==> src/rtl/pipe_ctrl_pkg.sv <==
// pipe_ctrl_pkg: state encoding and default widths for the ID/EX control pipe
package pipe_ctrl_pkg;
    typedef enum logic [1:0] {RUN = 2'd0, FLUSH = 2'd1, HOLD = 2'd2} state_t;
    localparam int DEF_EX_W = 2;
    localparam int DEF_MEM_W = 2;
    localparam int DEF_WB_W = 2;
    localparam int DEF_REG_AW = 5;
    localparam int DEF_CNT_W = 16;
endpackage

==> src/rtl/hazard_detect.sv <==
// hazard_detect: load-use hazard between the load in EX and the instruction in ID
module hazard_detect #(
    parameter int REG_AW = 5
) (
    input  logic              ex_memread,
    input  logic [REG_AW-1:0] ex_rt,
    input  logic              id_valid,
    input  logic [REG_AW-1:0] id_rs,
    input  logic [REG_AW-1:0] id_rt,
    output logic              hazard
);
    // r0 is never a real dependency, so a load into it never stalls
    assign hazard = ex_memread & (|ex_rt) & id_valid & ((ex_rt == id_rs) | (ex_rt == id_rt));
endmodule

==> src/rtl/id_ex_ctrl_pipe.sv <==
// id_ex_ctrl_pipe: ID/EX control register with load-use stall, branch flush and external hold (bubble counter when ID_EX_PERF_CNT_EN is defined)
module id_ex_ctrl_pipe
    import pipe_ctrl_pkg::*;
#(
    parameter int EX_W = DEF_EX_W,
    parameter int MEM_W = DEF_MEM_W,
    parameter int WB_W = DEF_WB_W,
    parameter int REG_AW = DEF_REG_AW,
    parameter int MEMREAD_BIT = 0,
    parameter int FLUSH_CYCLES = 1,
    parameter int CNT_W = DEF_CNT_W
) (
    input  logic              clk,
    input  logic              rst_n,
    input  logic [EX_W-1:0]   ex_ctrl_in,
    input  logic [MEM_W-1:0]  mem_ctrl_in,
    input  logic [WB_W-1:0]   wb_ctrl_in,
    input  logic              id_valid,
    input  logic [REG_AW-1:0] id_rs,
    input  logic [REG_AW-1:0] id_rt,
    input  logic              branch_taken,
    input  logic              ext_stall,
    output logic [EX_W-1:0]   ex_ctrl_q,
    output logic [MEM_W-1:0]  mem_ctrl_q,
    output logic [WB_W-1:0]   wb_ctrl_q,
    output logic [REG_AW-1:0] ex_rt_q,
    output logic              pc_write,
    output logic              ifid_write,
    output logic              ifid_flush,
    output logic              bubble_q,
`ifdef ID_EX_PERF_CNT_EN
    output logic [CNT_W-1:0]  bubble_cnt,
`endif
    output state_t            state_q
);
    state_t ret_q;
    logic [2:0] cnt_q;
    logic hz, frz, run, fl, lu, bub, ld;

    hazard_detect #(.REG_AW(REG_AW)) u_hazard (
        .ex_memread(mem_ctrl_q[MEMREAD_BIT]),
        .ex_rt(ex_rt_q),
        .id_valid(id_valid),
        .id_rs(id_rs),
        .id_rt(id_rt),
        .hazard(hz)
    );

    // front-end enables and bubble decision; a branch outranks load-use, a stall outranks both
    always_comb begin
        run = state_q == RUN;
        fl = state_q == FLUSH;
        frz = ext_stall | (state_q == HOLD);
        lu = ~frz & run & ~branch_taken & hz;
        ifid_flush = ~frz & (fl | (run & branch_taken));
        pc_write = ~frz & (run | fl) & ~lu;
        ifid_write = pc_write;
        bub = ifid_flush | lu;
        ld = ~frz & run & ~bub & id_valid;
    end

    // ID/EX control register; frozen while stalled, zeroed for bubbles and empty slots
    always_ff @(posedge clk or negedge rst_n) begin
        if (!rst_n) begin
            ex_ctrl_q <= '0;
            mem_ctrl_q <= '0;
            wb_ctrl_q <= '0;
            ex_rt_q <= '0;
            bubble_q <= 1'b0;
        end else if (!frz) begin
            ex_ctrl_q <= ld ? ex_ctrl_in : '0;
            mem_ctrl_q <= ld ? mem_ctrl_in : '0;
            wb_ctrl_q <= ld ? wb_ctrl_in : '0;
            ex_rt_q <= ld ? id_rt : '0;
            bubble_q <= bub;
        end
    end

    // control FSM; HOLD remembers where to resume and leaves the flush counter alone
    always_ff @(posedge clk or negedge rst_n) begin
        if (!rst_n) begin
            state_q <= RUN;
            ret_q <= RUN;
            cnt_q <= '0;
        end else if (ext_stall) begin
            state_q <= HOLD;
            if (state_q != HOLD) ret_q <= fl ? FLUSH : RUN;
        end else begin
            case (state_q)
                RUN: if (branch_taken && FLUSH_CYCLES > 1) begin
                    state_q <= FLUSH;
                    cnt_q <= 3'(FLUSH_CYCLES - 1);
                end
                FLUSH: begin
                    cnt_q <= cnt_q - 3'd1;
                    if (cnt_q <= 3'd1) state_q <= RUN;
                end
                HOLD: state_q <= ret_q;
                default: state_q <= RUN;
            endcase
        end
    end

`ifdef ID_EX_PERF_CNT_EN
    // count every bubble written into EX, saturating at all-ones
    always_ff @(posedge clk or negedge rst_n) begin
        if (!rst_n) bubble_cnt <= '0;
        else if (!frz && bub && !(&bubble_cnt)) bubble_cnt <= bubble_cnt + CNT_W'(1);
    end
`else
    logic [CNT_W-1:0] unused_cnt_w;
    assign unused_cnt_w = '0;
`endif
endmodule

==> config.mk <==
export PLATFORM = sky130hd
export DESIGN_NAME = id_ex_ctrl_pipe
export DESIGN_NICKNAME = d
export VERILOG_FILES = /design/src/rtl/pipe_ctrl_pkg.sv /design/src/rtl/hazard_detect.sv /design/src/rtl/id_ex_ctrl_pipe.sv
export SDC_FILE = /design/constraint.sdc
export NUM_CORES = 1
export LEC_CHECK = 0
export ABC_CLOCK_PERIOD_IN_PS = 5320
export CAP_MARGIN = 20
export CORE_MARGIN = 5
export CORE_UTILIZATION = 48
export DETAILED_ROUTE_END_ITERATION = 12
export PLACE_DENSITY = 0.81
export REMOVE_ABC_BUFFERS = 1
export SLEW_MARGIN = 10
export SYNTH_ARGS = -nofsm -noshare
export SYNTH_HDL_FRONTEND = slang
export SYNTH_SLANG_ARGS = --single-unit
==> constraint.sdc <==
create_clock -name clk -period 5.32 [get_ports clk]
set_input_delay 1.596 -clock clk [delete_from_list [all_inputs] [get_ports clk]]
set_output_delay 1.596 -clock clk [all_outputs]
set_load 0.05 [all_outputs]
* Yosys cells after proc, flatten, opt, wreduce, memory -nomap -nowiden
Cells that the tools add are included.
** Word-level totals
- Flip-flop bits (word level) :: 19
- Input bits :: 21
- Output and inout bits :: 17
** Operators by class
- Add/sub/neg operators :: 1
- Order comparisons :: 1
- Equality and inequality tests :: 7
- Multiplexer cells :: 8
- Bitwise operators :: 22
- Reductions and logical operators :: 5
** Operator list (number)
- $and 1x1->1 :: 12
- $eq 5x5->1 :: 2
- $mux 2 :: 5
- $pmux 2 s3 :: 1
- $reduce_and 2->1 :: 3
- $mux 5 :: 1
- $not 1->1 :: 5
- $or 1x1->1 :: 5
- $reduce_or 5->1 :: 1
- $ne 2x2->1 const B :: 2
- $le 3x1->1 const B :: 1
- $ne 3x2->1 const B :: 1
- $sub 3x1->3 const B :: 1
- $eq 2x1->1 const B :: 1
- $eq 2x2->1 const B :: 1
- $logic_not 2->1 :: 1
- $mux 1 :: 1

* Longest topological paths before layout
- Depth in word-level cells :: 11
- Mapped depth :: 6
- Depth with buffers taken out :: 5

* By module
Synthesis repeated with hierarchy kept, for this count alone.
** Unflattened totals
- Cell total of the unflattened synthesis :: 77
- Area total of the unflattened synthesis :: 905.9 um^2
** Modules (own cells, without submodules)
- id_ex_ctrl_pipe :: times used 1, cells an instance 60, area each 773.2 um^2
- hazard_detect :: times used 1, cells an instance 17, area each 132.6 um^2

* Worst setup path after synthesis
Ideal clock, no wire load.
- Path kind :: input port to output port
- Start :: in id_rt[0]
- End :: out pc_write
- Arrival time :: 3.703 ns
- Required time :: 3.724 ns
- Path slack :: 0.021 ns
- Cell stages on the path :: 6
- Cells stage by stage :: xnor2_1 -> nand3_1 -> o22ai_1 -> buf_4 -> a21boi_0 -> buf_4
** Between the ends
- Word-level cells in the longest chain between the ends :: 6
** RTL lines
- from (decl) :: RTL line id_ex_ctrl_pipe.sv:20 : input logic [REG_AW-1:0] id_rt,
- $eq 5x5->1 :: RTL line hazard_detect.sv:13 : assign hazard = ex_memread & (|ex_rt) & id_valid & ((ex_rt == id_rs) | (ex_rt == id_rt));
- $or 1x1->1 :: RTL line hazard_detect.sv:13
- $and 1x1->1 :: RTL line hazard_detect.sv:13
- $and 1x1->1 :: RTL line id_ex_ctrl_pipe.sv:54 : lu = ~frz & run & ~branch_taken & hz;
- $not 1->1 :: RTL line id_ex_ctrl_pipe.sv:56 : pc_write = ~frz & (run | fl) & ~lu;
- $and 1x1->1 :: RTL line id_ex_ctrl_pipe.sv:56
- to (decl) :: RTL line id_ex_ctrl_pipe.sv:27 : output logic pc_write,
Every way passes these cells.

* Worst setup path in the final report
- Start :: in ext_stall
- End :: out ifid_flush
** Between the ends
- Word-level cells in the longest chain between the ends :: 3
** RTL lines
- from (decl) :: RTL line id_ex_ctrl_pipe.sv:22 : input logic ext_stall,
- $or 1x1->1 :: RTL line id_ex_ctrl_pipe.sv:53 : frz = ext_stall | (state_q == HOLD);
- $not 1->1 :: RTL line id_ex_ctrl_pipe.sv:55 : ifid_flush = ~frz & (fl | (run & branch_taken));
- $and 1x1->1 :: RTL line id_ex_ctrl_pipe.sv:55
- to (decl) :: RTL line id_ex_ctrl_pipe.sv:29 : output logic ifid_flush,
Every way passes these cells.

==> metrics.csv <==
stage;metric;value;unit
pwr;Peak VDD IR;0.000199;V
synth;EDFF count, synth;0;
routing;First-pass DRT Iterations;4;
worst_setup_path;R2R Setup Slk;3460;ps
floorplanning;# rows;17;
sta;final slew viol count;0;
synth;top post-synthesis cells by area;dfrtp_1, o211ai_2, nand2_1, xnor2_1, o211ai_1;
sta;fin crit period;4790;ps
layout;layout cells sized above 1;12.3;%
sta;Worst-Margin Slew;825;ps
floorplanning;I/O pin count;38;
layout;P&R area growth vs syn;33.7;%
routing;WL/cell;15.7;µm
worst_setup_path;worst-path fanout max;8;
clock_network;clk sink count;18;
clock_network;Post-CTS Hold Buffers;0;
synth;top-count cell post-synth;nand2_1;
sta;Tcrit/Tclk final;90.1;%
placed_design;DP Wirelength;2.13;mm
global_route;GRT Util Overall;18.1;%
clock_network;CTS max path bufs;2;
sta;Setup Viol. Count Final;0;
run;maxcap violations;0;
sta;Setup TNS;0;ps
sta;relative slew slack;44.9;%
routing;vias per cell;5.70;
synth;async set-reset flop share out of synthesis;100;%
worst_setup_path;Worst Path Class, Setup;input pin to output port;
min_path;WHS Path Cells;1;
floorplanning;Die Height;58.8;µm
sta;Min Hold Slack;478;ps
global_route;first-pass GRT wire length;4.84;mm
worst_setup_path;worst reg2reg path endpoint;ex_rt_q[3];
global_route;initial antenna violation count;0;
synth;Post-synth top cells;nand2_1, dfrtp_1, o211ai_1, xnor2_1, o211ai_2;
worst_setup_path;Crit path arrival time;3200;ps
synth;Synth area leader;dfrtp_1;
worst_setup_path;type of origin of the critical path;input pin;
clock_network;htree depth;1;
synth;post-synth top area share;39.4;%
synth;Post-Syn Area;0.00114;mm²
sta;fin worst setup slack;528;ps
sta;fmax;0.209;GHz
synth;Cell variety after synth;28;
synth;Synth Register Bits;18;
global_route;GRT overflow;0;
synth;yosys warns;0;
floorplanning;Die W;58.8;µm
worst_setup_path;Setup crit end kind;output port;
placed_design;PortBufs;37;
pwr;Tot Pwr;421;µW
routing;final wirelength;2.88;mm
placed_design;worst slack, placed;523;ps
min_path;hold path endpoint;cnt_q[2];
layout;Final Net Count;179;
clock_network;Post-CTS Resized;0;
clock_network;TritonCTS clock tree;yes;
worst_setup_path;Worst setup startpoint;ext_stall;
layout;diodes inserted;0;
floorplanning;Initial Util;51.2;%
routing;Routed Antenna Nets;0;
sta;Clock Skews;8.21;ps
synth;Post-Synthesis Cells;122;
worst_setup_path;worst r2r src;state_q[1];
pwr;Leak;0.000623;µW
clock_network;clock transition at the registers of the reported paths;100;ps
synth;sequential fraction of the synthesis area;39.4;%
clock_network;setup bufs post-CTS;0;
synth;top_reg_cell synth;dfrtp_1;
min_path;min-delay src;cnt_q[2];
routing;DRC violations left;0;
sta;RSZ-0062 raised after global routing;no;
global_route;number of global-route vias before repair;1120;
global_route;largest net degree at the start of global routing;23;
placed_design;Final GP Congestion;0.795;
worst_setup_path;CP required;3720;ps
worst_setup_path;worst r2r path cells;4;
floorplanning;core footprint;0.00223;mm²
routing;initial DRC count;20;
routing;Vias;1043;
min_path;Hold Crit Class;flop to flop;
sta;final hold vios;0;
clock_network;CTS buffer count;3;
status;status;completed;
pwr;PD cells;276;mW/mm²
floorplanning;DIE AREA;0.00346;mm²
synth;Mapped Avg Cell Area;9.37;µm²
clock_network;Clock Tree Root;clkbuf_4;
clock_network;Clock Latency Late Sink;300;ps
[cell type report]
cell class	instances	area [µm²]
Clock buffer	4	36.3
Fill cell	197	704
Inverter	3	11.3
Multi-Input combinational cell	92	623
Sequential cell	18	450
Tap cell	28	35.0
Timing Repair Buffer	38	373
[power breakdown]
group | internal (µW) | switching, µW | total (µW)
sequential | 151 | 16.5 | 167
clock | 41.7 | 44.7 | 86.4
combinational | 64.0 | 104 | 168
[worst max-delay path by stage]
| stage | endpoint | slack, ps | cells past startpoint |
|---|---|---|---|
| after global placement | ifid_flush | 570 | 3 |
| after floorplan | ifid_write | -710 | 4 |
| after global routing | ifid_flush | 460 | 3 |
| after detailed placement | ifid_flush | 520 | 3 |
| final | ifid_flush | 530 | 3 |
| after CTS | ifid_flush | 520 | 3 |
[per-stage QoR]
step	utilization (%)	cell area [µm²]	std cells
floorplan	-	1080	113
finish	68.5	1530	183
global route	68.5	1530	183
CTS	68.5	1530	183
global placement	66.8	1490	179
detailed placement	66.8	1490	179
[critical path, stage by stage]
cell and delay (ps):
clkdlybuf4s50_1 520, nor3_1 250, clkdlybuf4s50_1 830
[state kept, by name (all words and copies together) (netlist names)]
register,flops
wb_ctrl_q,2
bubble_q,1
ex_rt_q,5
ex_ctrl_q,2
ret_q,1
cnt_q,3
mem_ctrl_q,2
state_q,2
[placed cells by master (no fill, tap or decap), types with 2 or more instances in the layout]
cell type        count
xnor2_1             12
o21ai_0              3
o211ai_2            10
nand2b_1             3
ha_1                 2
nor2_1               3
nand3_1              3
buf_4                3
o211ai_1            12
inv_1                3
clkbuf_4             3
nand2_1             28
a21oi_1              3
dfrtp_1             18
and3_1               2
clkdlybuf4s50_1     35
[cell families (layout without fill, tap and decap cells)]
group / Yosys count / in the layout / share of synthesized area [%]
and+or+nand+nor: 46 / 46 / 18.9
AOI/OAI and AO/OA: 32 / 32 / 24.2
DFF: 18 / 18 / 39.4
xor gates and xnor gates: 12 / 12 / 9.19
buffers and inverters: 12 / 45 / 6.13
adders and majority gates: 2 / 2 / 2.19
[metal layers]
layer	wire, µm	global-route usage [%]
met5	0	0
met4	13	7.44
met3	126	3.51
met2	1520	32.2
met1	1220	21.1
No activity file was read; power rests on OpenSTA's default activity.
